## config.mk

```make
export PLATFORM = sky130hd
export DESIGN_NAME = wb_tgt_pchk
export DESIGN_NICKNAME = d
export VERILOG_FILES = /design/src/rtl/wb_tgt_pchk.sv
export SDC_FILE = /design/constraint.sdc
export NUM_CORES = 1
export LEC_CHECK = 0
export BUFFER_PORTS_ARGS = -buffer_cell sky130_fd_sc_hd__buf_2
export CAP_MARGIN = 10
export CELL_PAD_IN_SITES_DETAIL_PLACEMENT = 2
export CELL_PAD_IN_SITES_GLOBAL_PLACEMENT = 2
export CORE_MARGIN = 2
export CORE_UTILIZATION = 35
export DETAILED_ROUTE_END_ITERATION = 16
export MAX_ROUTING_LAYER = met4
export PLACE_DENSITY_LB_ADDON = 0.1
export SETUP_SLACK_MARGIN = 0.4
export SYNTH_ARGS = -nofsm -noshare
export SYNTH_HDL_FRONTEND = slang
export SYNTH_SLANG_ARGS = --single-unit
```

## constraint.sdc

```tcl
create_clock -name clk_i -period 5.3 [get_ports clk_i]
set_input_delay 0 -clock clk_i [delete_from_list [all_inputs] [get_ports clk_i]]
set_output_delay 0 -clock clk_i [all_outputs]
set_load 0.01 [all_outputs]
```

## src/rtl/wb_tgt_pchk.sv

```systemverilog
// Passive pipelined Wishbone target-side protocol checker: tracks outstanding requests,
// flags protocol violations (sticky + irq) and keeps saturating termination statistics.
module wb_tgt_pchk #(
   parameter int unsigned MAX_OUT    = 8,
   parameter int unsigned OUT_WIDTH  = 4,
   parameter int unsigned TIMEOUT    = 200,
   parameter int unsigned TO_WIDTH   = 8,
   parameter int unsigned STAT_WIDTH = 16
) (
   input  logic                  clk_i,
   input  logic                  sync_rst_i,
   input  logic                  tgt_cyc_o,
   input  logic                  tgt_stb_o,
   input  logic                  tgt_stall_i,
   input  logic                  tgt_ack_i,
   input  logic                  tgt_err_i,
   input  logic                  tgt_rty_i,
   input  logic                  clr_i,
   output logic [5:0]            viol_o,
   output logic                  irq_o,
   output logic [OUT_WIDTH-1:0]  outst_o,
   output logic [1:0]            state_o,
   output logic [STAT_WIDTH-1:0] ack_cnt_o,
   output logic [STAT_WIDTH-1:0] err_cnt_o,
   output logic [STAT_WIDTH-1:0] rty_cnt_o
);

   typedef enum logic [1:0] {StIdle = 2'b00, StCyc = 2'b01, StWait = 2'b10, StTout = 2'b11} state_e;

   state_e                state_q;
   logic [OUT_WIDTH-1:0]  outst_q, outst_d;
   logic [OUT_WIDTH:0]    outst_sum;
   logic [TO_WIDTH-1:0]   tmr_q, tmr_d;
   logic [5:0]            viol_q, viol_set;
   logic                  irq_q;
   logic [STAT_WIDTH-1:0] ack_cnt_q, err_cnt_q, rty_cnt_q;
   logic                  req, rsp, outst_nz, tmr_inc, tmr_hit, rsp_valid;

   function automatic logic [STAT_WIDTH-1:0] stat_next(input logic [STAT_WIDTH-1:0] cnt,
                                                       input logic inc, input logic clr);
      if (clr) return STAT_WIDTH'(inc);
      if (inc && cnt != '1) return cnt + STAT_WIDTH'(1);
      return cnt;
   endfunction

   always_comb begin
      req       = tgt_cyc_o & tgt_stb_o & ~tgt_stall_i;
      rsp       = tgt_ack_i | tgt_err_i | tgt_rty_i;
      outst_nz  = (outst_q != '0);
      rsp_valid = tgt_cyc_o & outst_nz;

      // A response only retires a request when one is actually outstanding.
      outst_sum = {1'b0, outst_q} + (OUT_WIDTH+1)'(req) - (OUT_WIDTH+1)'(rsp & outst_nz);
      if (!tgt_cyc_o) begin
         outst_d = '0;
      end else if (outst_sum > (OUT_WIDTH+1)'(MAX_OUT)) begin
         outst_d = OUT_WIDTH'(MAX_OUT);
      end else begin
         outst_d = outst_sum[OUT_WIDTH-1:0];
      end

      tmr_inc = tgt_cyc_o & ~rsp & outst_nz;
      tmr_hit = tmr_inc & (tmr_q == TO_WIDTH'(TIMEOUT - 1));
      if (!tmr_inc) begin
         tmr_d = '0;
      end else if (tmr_q == TO_WIDTH'(TIMEOUT)) begin
         tmr_d = tmr_q;
      end else begin
         tmr_d = tmr_q + TO_WIDTH'(1);
      end

      viol_set    = '0;
      viol_set[0] = (tgt_ack_i & tgt_err_i) | (tgt_ack_i & tgt_rty_i) | (tgt_err_i & tgt_rty_i);
      viol_set[1] = rsp & (~outst_nz | ~tgt_cyc_o);
      viol_set[2] = req & ~rsp & (outst_q == OUT_WIDTH'(MAX_OUT));
      viol_set[3] = ~tgt_cyc_o & outst_nz;
      viol_set[4] = tmr_hit;
      viol_set[5] = tgt_stb_o & ~tgt_cyc_o;
   end

   always_ff @(posedge clk_i) begin
      if (sync_rst_i) begin
         state_q   <= StIdle;
         outst_q   <= '0;
         tmr_q     <= '0;
         viol_q    <= '0;
         irq_q     <= 1'b0;
         ack_cnt_q <= '0;
         err_cnt_q <= '0;
         rty_cnt_q <= '0;
      end else begin
         outst_q   <= outst_d;
         tmr_q     <= tmr_d;
         // New violations win over a coincident clear.
         viol_q    <= (clr_i ? 6'b0 : viol_q) | viol_set;
         irq_q     <= |viol_q;
         ack_cnt_q <= stat_next(ack_cnt_q, tgt_ack_i & rsp_valid, clr_i);
         err_cnt_q <= stat_next(err_cnt_q, tgt_err_i & rsp_valid, clr_i);
         rty_cnt_q <= stat_next(rty_cnt_q, tgt_rty_i & rsp_valid, clr_i);
         if (!tgt_cyc_o) begin
            state_q <= StIdle;
         end else begin
            unique case (state_q)
               StIdle: state_q <= StCyc;
               StCyc:  if (req) state_q <= StWait;
               StWait: begin
                  if (outst_d == '0) state_q <= StCyc;
                  else if (tmr_hit)  state_q <= StTout;
               end
               StTout: if (rsp) state_q <= (outst_d != '0) ? StWait : StCyc;
               default: state_q <= StIdle;
            endcase
         end
      end
   end

   assign viol_o    = viol_q;
   assign irq_o     = irq_q;
   assign outst_o   = outst_q;
   assign state_o   = state_q;
   assign ack_cnt_o = ack_cnt_q;
   assign err_cnt_o = err_cnt_q;
   assign rty_cnt_o = rty_cnt_q;

endmodule

```

# Yosys cells after proc, flatten, opt, wreduce, memory -nomap -nowiden

Index checks and enable logic that the tools add are counted.

Add/sub/neg operators: 6
Reductions and logical operators: 14
Mux-type cells: 32
Bitwise logic cells: 29
Eq/ne operators: 12
Magnitude comparators: 1

Operators by type and width:

| operator                                                              | number |
|---|---|
| 16-bit 2-to-1 mux                                                     | 12 |
| 16-bit by 1-bit adder with 16-bit output (second input constant)      | 3 |
| 16-bit != test (second input constant)                                | 3 |
| 1-bit AND                                                             | 18 |
| 8-bit == test (second input constant)                                 | 2 |
| 1-bit 2-to-1 mux                                                      | 11 |
| 2-bit 2-to-1 mux                                                      | 5 |
| 8-bit by 1-bit adder with 8-bit output (second input constant)        | 1 |
| 4-bit 2-to-1 mux                                                      | 2 |
| 2-bit one-hot mux with 4 select lines                                 | 1 |
| 4-bit nonzero test                                                    | 2 |
| 6-bit 2-to-1 mux                                                      | 1 |
| 6-bit bitwise OR                                                      | 1 |
| 2-bit nonzero test                                                    | 3 |
| 6-bit OR reduction                                                    | 1 |
| 4-bit by 1-bit adder with 5-bit output                                | 1 |
| 5-bit by 4-bit > comparator with 1-bit output (second input constant) | 1 |
| 1-bit inverter                                                        | 5 |
| 1-bit bitwise OR                                                      | 5 |
| 5-bit by 1-bit subtractor with 5-bit output                           | 1 |
| 2-bit == test (second input constant)                                 | 2 |
| 4-bit == test (second input constant)                                 | 1 |
| 4-bit zero test                                                       | 1 |
| 2-bit != test (second input constant)                                 | 2 |
| 6 further kinds                                                       | 9 |

Logic and storage cells: 102
Flip-flop bits (word level): 69
Output and inout port bits: 61
Input port bits: 9

# Longest topological paths before layout

Depth after elaboration: 11
Gate-level depth with buffers: 15

# Least setup slack after synthesis

No wires, ideal clock.

Path type: reg2reg
From: register outst_q[3] (netlist: outst_o[3])
To: register state_q[1] (netlist: state_o[1])
Cell stages (with the launch flop): 16
Library setup time: 0.120 ns
Path buffers: 1
Data required time: 5.180 ns
Slack: 2.297 ns
Data arrival time: 2.883 ns
Period minus slack after synthesis: 3.003 ns
Cell sequence: dfxtp_1 > inv_1 > ha_1 > nor3b_1 > clkbuf_1 > nor2_1 > ha_1 > inv_1 > ha_1 > inv_1 > fa_1 > nand2b_1 > a21oi_1 > xnor2_1 > nand3_1 > o31a_1

Cells in the longest elaborated chain, start to end: 10
Elaborated cells between the ends (all ways): 17
Those cells by class: 2 x add/sub; 1 x order compare; 1 x eq/ne; 6 x mux; 3 x bitwise; 4 x reduce/logical

Ends and longest elaborated chain:

| item                                                                            | line | text |
|---|---|---|
| from (decl)                                                                     | 31   | `logic [OUT_WIDTH-1:0] outst_q, outst_d;` |
| from (signal assigned)                                                          | 92   | `outst_q <= outst_d;` |
| branches (longest 10 deep; another with 4-bit by 1-bit adder with 5-bit output) | -    |  |
| to (signal assigned)                                                            | 104  | `StIdle: state_q <= StCyc;` |
| to (signal assigned)                                                            | 110  | `StTout: if (rsp) state_q <= (outst_d != '0) ? StWait : StCyc;` |
| to (signal assigned)                                                            | 111  | `default: state_q <= StIdle;` |
| to (decl)                                                                       | 30   | `state_e state_q;` |

Parallel ways; which one is timed is not known. The select of a mux whose other input is x is not followed.
A chain may end at the register's enable or synchronous reset.

# Worst setup path after layout

Same ends and word-level chain as after synthesis.

==> flow_summary_export.csv <==
group,metric,value,unit
die,start_util,35.7,%
grt,antenna_found_initial,1,
placed_design,placement.io_buffers,69,
timing,rsz0062_at_grt,"no",
synthesis,ys.warnings.count,0,
hold_path,hold_path_class,"input port to flop",
die,dieArea,10700,um^2
drt,drc,0,
synthesis,synth_area,3460,um^2
die,core_area,9680,um^2
clock_network,h-tree-depth,3,
timing,setup_tns,0,ns
clock_network,cts.sinks,69,
clock_network,cts_tree,"done",
finish,layout-drive-gt1-share,18.6,%
synthesis,syn_inst,414,
timing,relSlewSlack,32.1,%
timing,worstMarginPinSlew,1.01,ns
critical_path,endpoint_kind,"flop",
critical_path,max_stage_delay,0.40,ns
critical_path,cp-start-kind,"flop",
critical_path,cp_slowest_cell,"fa_1",
timing,fmax,0.304,GHz
timing,setup_viol,0,
placed_design,hpwlAfterDp,7.81,mm
timing,final_max_slew_viol_count,0,
critical_path,path_cells,"inv_1, ha_1, nor3b_1, buf_4, nor2_1, ha_1, inv_1, ha_1, inv_1, fa_1, nand2b_1, a21oi_1, xnor2_1, nand3_1, o31a_1",
outcome,status,"complete, no violations",
timing,hold_ws,0.0260,ns
grt,grt_start_max_net_pins,45,
drt,routed_via_density,5.35,
synthesis,synth_fp_nets,436,
clock_network,cts_resized,0,
synthesis,synth_cell_type_count,48,
die,die-height,103,um
pwr,power.leakage,1.62,nW
synthesis,synth_edf_count,0,
synthesis,ys.flop_type,"dfxtp_1",
pwr,power_density,379,nW/um^2
timing,hold_viol_final,0,
drt,drt_iter0_drc,71,
finish,fill_cells,1148,
finish,design_area,4190,um^2
pwr,ir_drop,0.250,mV
grt,grt_use_total,21.8,%
clock_network,numCtsBuffers,9,
die,ios,70,
clock_network,cts_root_buffer,"clkbuf_8",
flow_run,drv_cap,0,
grt,grt_pass1_wl,17.5,mm
finish,area_growth,21.4,%
finish,fin_nets,511,
synthesis,yosysSeqAreaShare,40.0,%
grt,grt_pass1_vias,3503,
drt,wl,10.8,mm
drt,final_antenna_net_count,0,
critical_path,critical_path_class,"flop to flop",
timing,skew,0.00824,ns
grt,gr-total-overflow,0,
pwr,power,1.59,mW
clock_network,insertion_delay,0.36,ns
synthesis,async_flop_share,0,%
clock_network,hold_buffers,4,
drt,firstDrtPassIters,4,
placed_design,placed_area,3930,um^2
critical_path,reg2reg_slack,2.01,ns
drt,vias,3362,
timing,post-route-min-period,3.29,ns
synthesis,avgSynthCellArea,8.35,um^2
placed_design,gp_congestion,0.783,
critical_path,critPathArrivalTime,3.54,ns
critical_path,worstPathMaxFanout,11,
clock_network,clk_pin_slew,0.08,ns
synthesis,ys_ff_latch,69,
drt,wl_per_cell,17.3,um
critical_path,worstPathRequired,5.55,ns
die,die_w,103,um
timing,fin_crit_sh,62.0,%
clock_network,cts_setup_buffers,0,
clock_network,cts_max_path_buffers,2,
die,rows,36,
final timing paths:
kind,startpoint,end,cells past startpoint
worst min register to register,viol_o[4],viol_o[4],2
worst min-delay path,clr_i,rty_cnt_o[0],3
worst max-delay path,outst_o[3],state_o[1],15
worst max register to register,outst_o[3],state_o[1],15
where the power goes:
| part | internal (mW) | switching (mW) |
|---|---|---|
| logic | 0.199 | 0.313 |
| registers | 0.545 | 0.0306 |
| clock network | 0.290 | 0.213 |
| total | 1.03 | 0.557 |
synth_stat cells, types with 2 or more instances:
master,instances,area share (%)
clkbuf_1,8,0.87
nor2_1,69,7.5
dfxtp_1,69,40
inv_1,14,1.5
nand2b_1,2,0.36
nor3_1,18,2.6
xnor2_1,17,4.3
nand3_1,31,4.5
or3_1,3,0.54
a22oi_1,3,0.65
and3_1,11,2.0
xor2_1,28,7.1
ha_1,12,4.3
o2111ai_1,3,0.76
nand4_1,20,3.6
o21a_1,2,0.43
and4_1,7,1.8
a31oi_1,3,0.54
a21oi_1,16,2.3
and2_1,2,0.36
o211ai_1,7,1.5
nand2_1,25,2.7
nor4_1,10,1.8
a211oi_1,2,0.43
o21ai_0,9,1.3
critical path, delay by kind of cell (launching register included):
kind	cells	cell delay, ns
flip-flops	1	0.33
AND/OR/NAND/NOR	4	0.65
XOR/XNOR	1	0.18
buffers and inverters	4	0.49
adder cells (fa/ha/maj)	4	1.07
AO/OA/AOI/OAI	2	0.45
layer usage:
metal / GRT usage (%) / wire, um / vias up / share of wire (%)
met4: 6.98 / 166 / 0 / 1.5
met3: 4.17 / 375 / 15 / 3.5
li1: - / - / 1629 / -
met1: 26.2 / 4920 / 1668 / 45
met5: - / 0 / - / 0
met2: 37.0 / 5380 / 50 / 50
cell families after synthesis:
group,share of synthesized area [%]
muxes,0.290
adders and majority gates,5.21
AOI/OAI and AO/OA,9.23
xor gates and xnor gates,11.4
buffers and inverters,3.04
and+or+nand+nor,30.8
DFF,40.0
flip-flops by register name, indices dropped and copies added, names as in the netlist:
name	flops
viol_o	6
tmr_q	8
rty_cnt_o	16
ack_cnt_o	16
err_cnt_o	16
state_o	2
outst_o	4
irq_o	1
cell usage in the layout, fill, tap and decap left out, types with 14 or more instances in the layout:
master,netlist,final
a21oi_1,16,16
inv_1,14,14
dfxtp_1,69,69
nand3_1,31,31
xor2_1,28,28
xnor2_1,17,17
nor2_1,69,69
buf_2,0,69
nand4_1,20,20
nor3_1,18,18
nand2_1,25,25
metrics by stage:
| stage | utilization, % | worst slack (ns) | std cells |
|---|---|---|---|
| 6_report | 43.3 | 2.01 | 628 |
| 2_1_floorplan | - | 2.30 | 414 |
| 3_3_place_gp | 40.5 | 2.25 | 607 |
| 4_1_cts | 43.3 | 1.98 | 627 |
| 5_1_grt | 43.3 | 1.71 | 628 |
| 3_5_place_dp | 40.5 | 2.02 | 607 |
layout make-up:
cell class                      instances  area [um^2]  area share [%]
Clock buffer                           12          155            3.70
Multi-Input combinational cell        320         1970            47.0
Antenna cell                            1         2.50          0.0597
Sequential cell                        69         1380            32.9
Clock inverter                          4         70.1            1.67
Tap cell                              133          166            3.97
Timing Repair Buffer                   74          393            9.37
Inverter                               15         56.3            1.34
No activity file was read; power rests on OpenSTA's default activity.
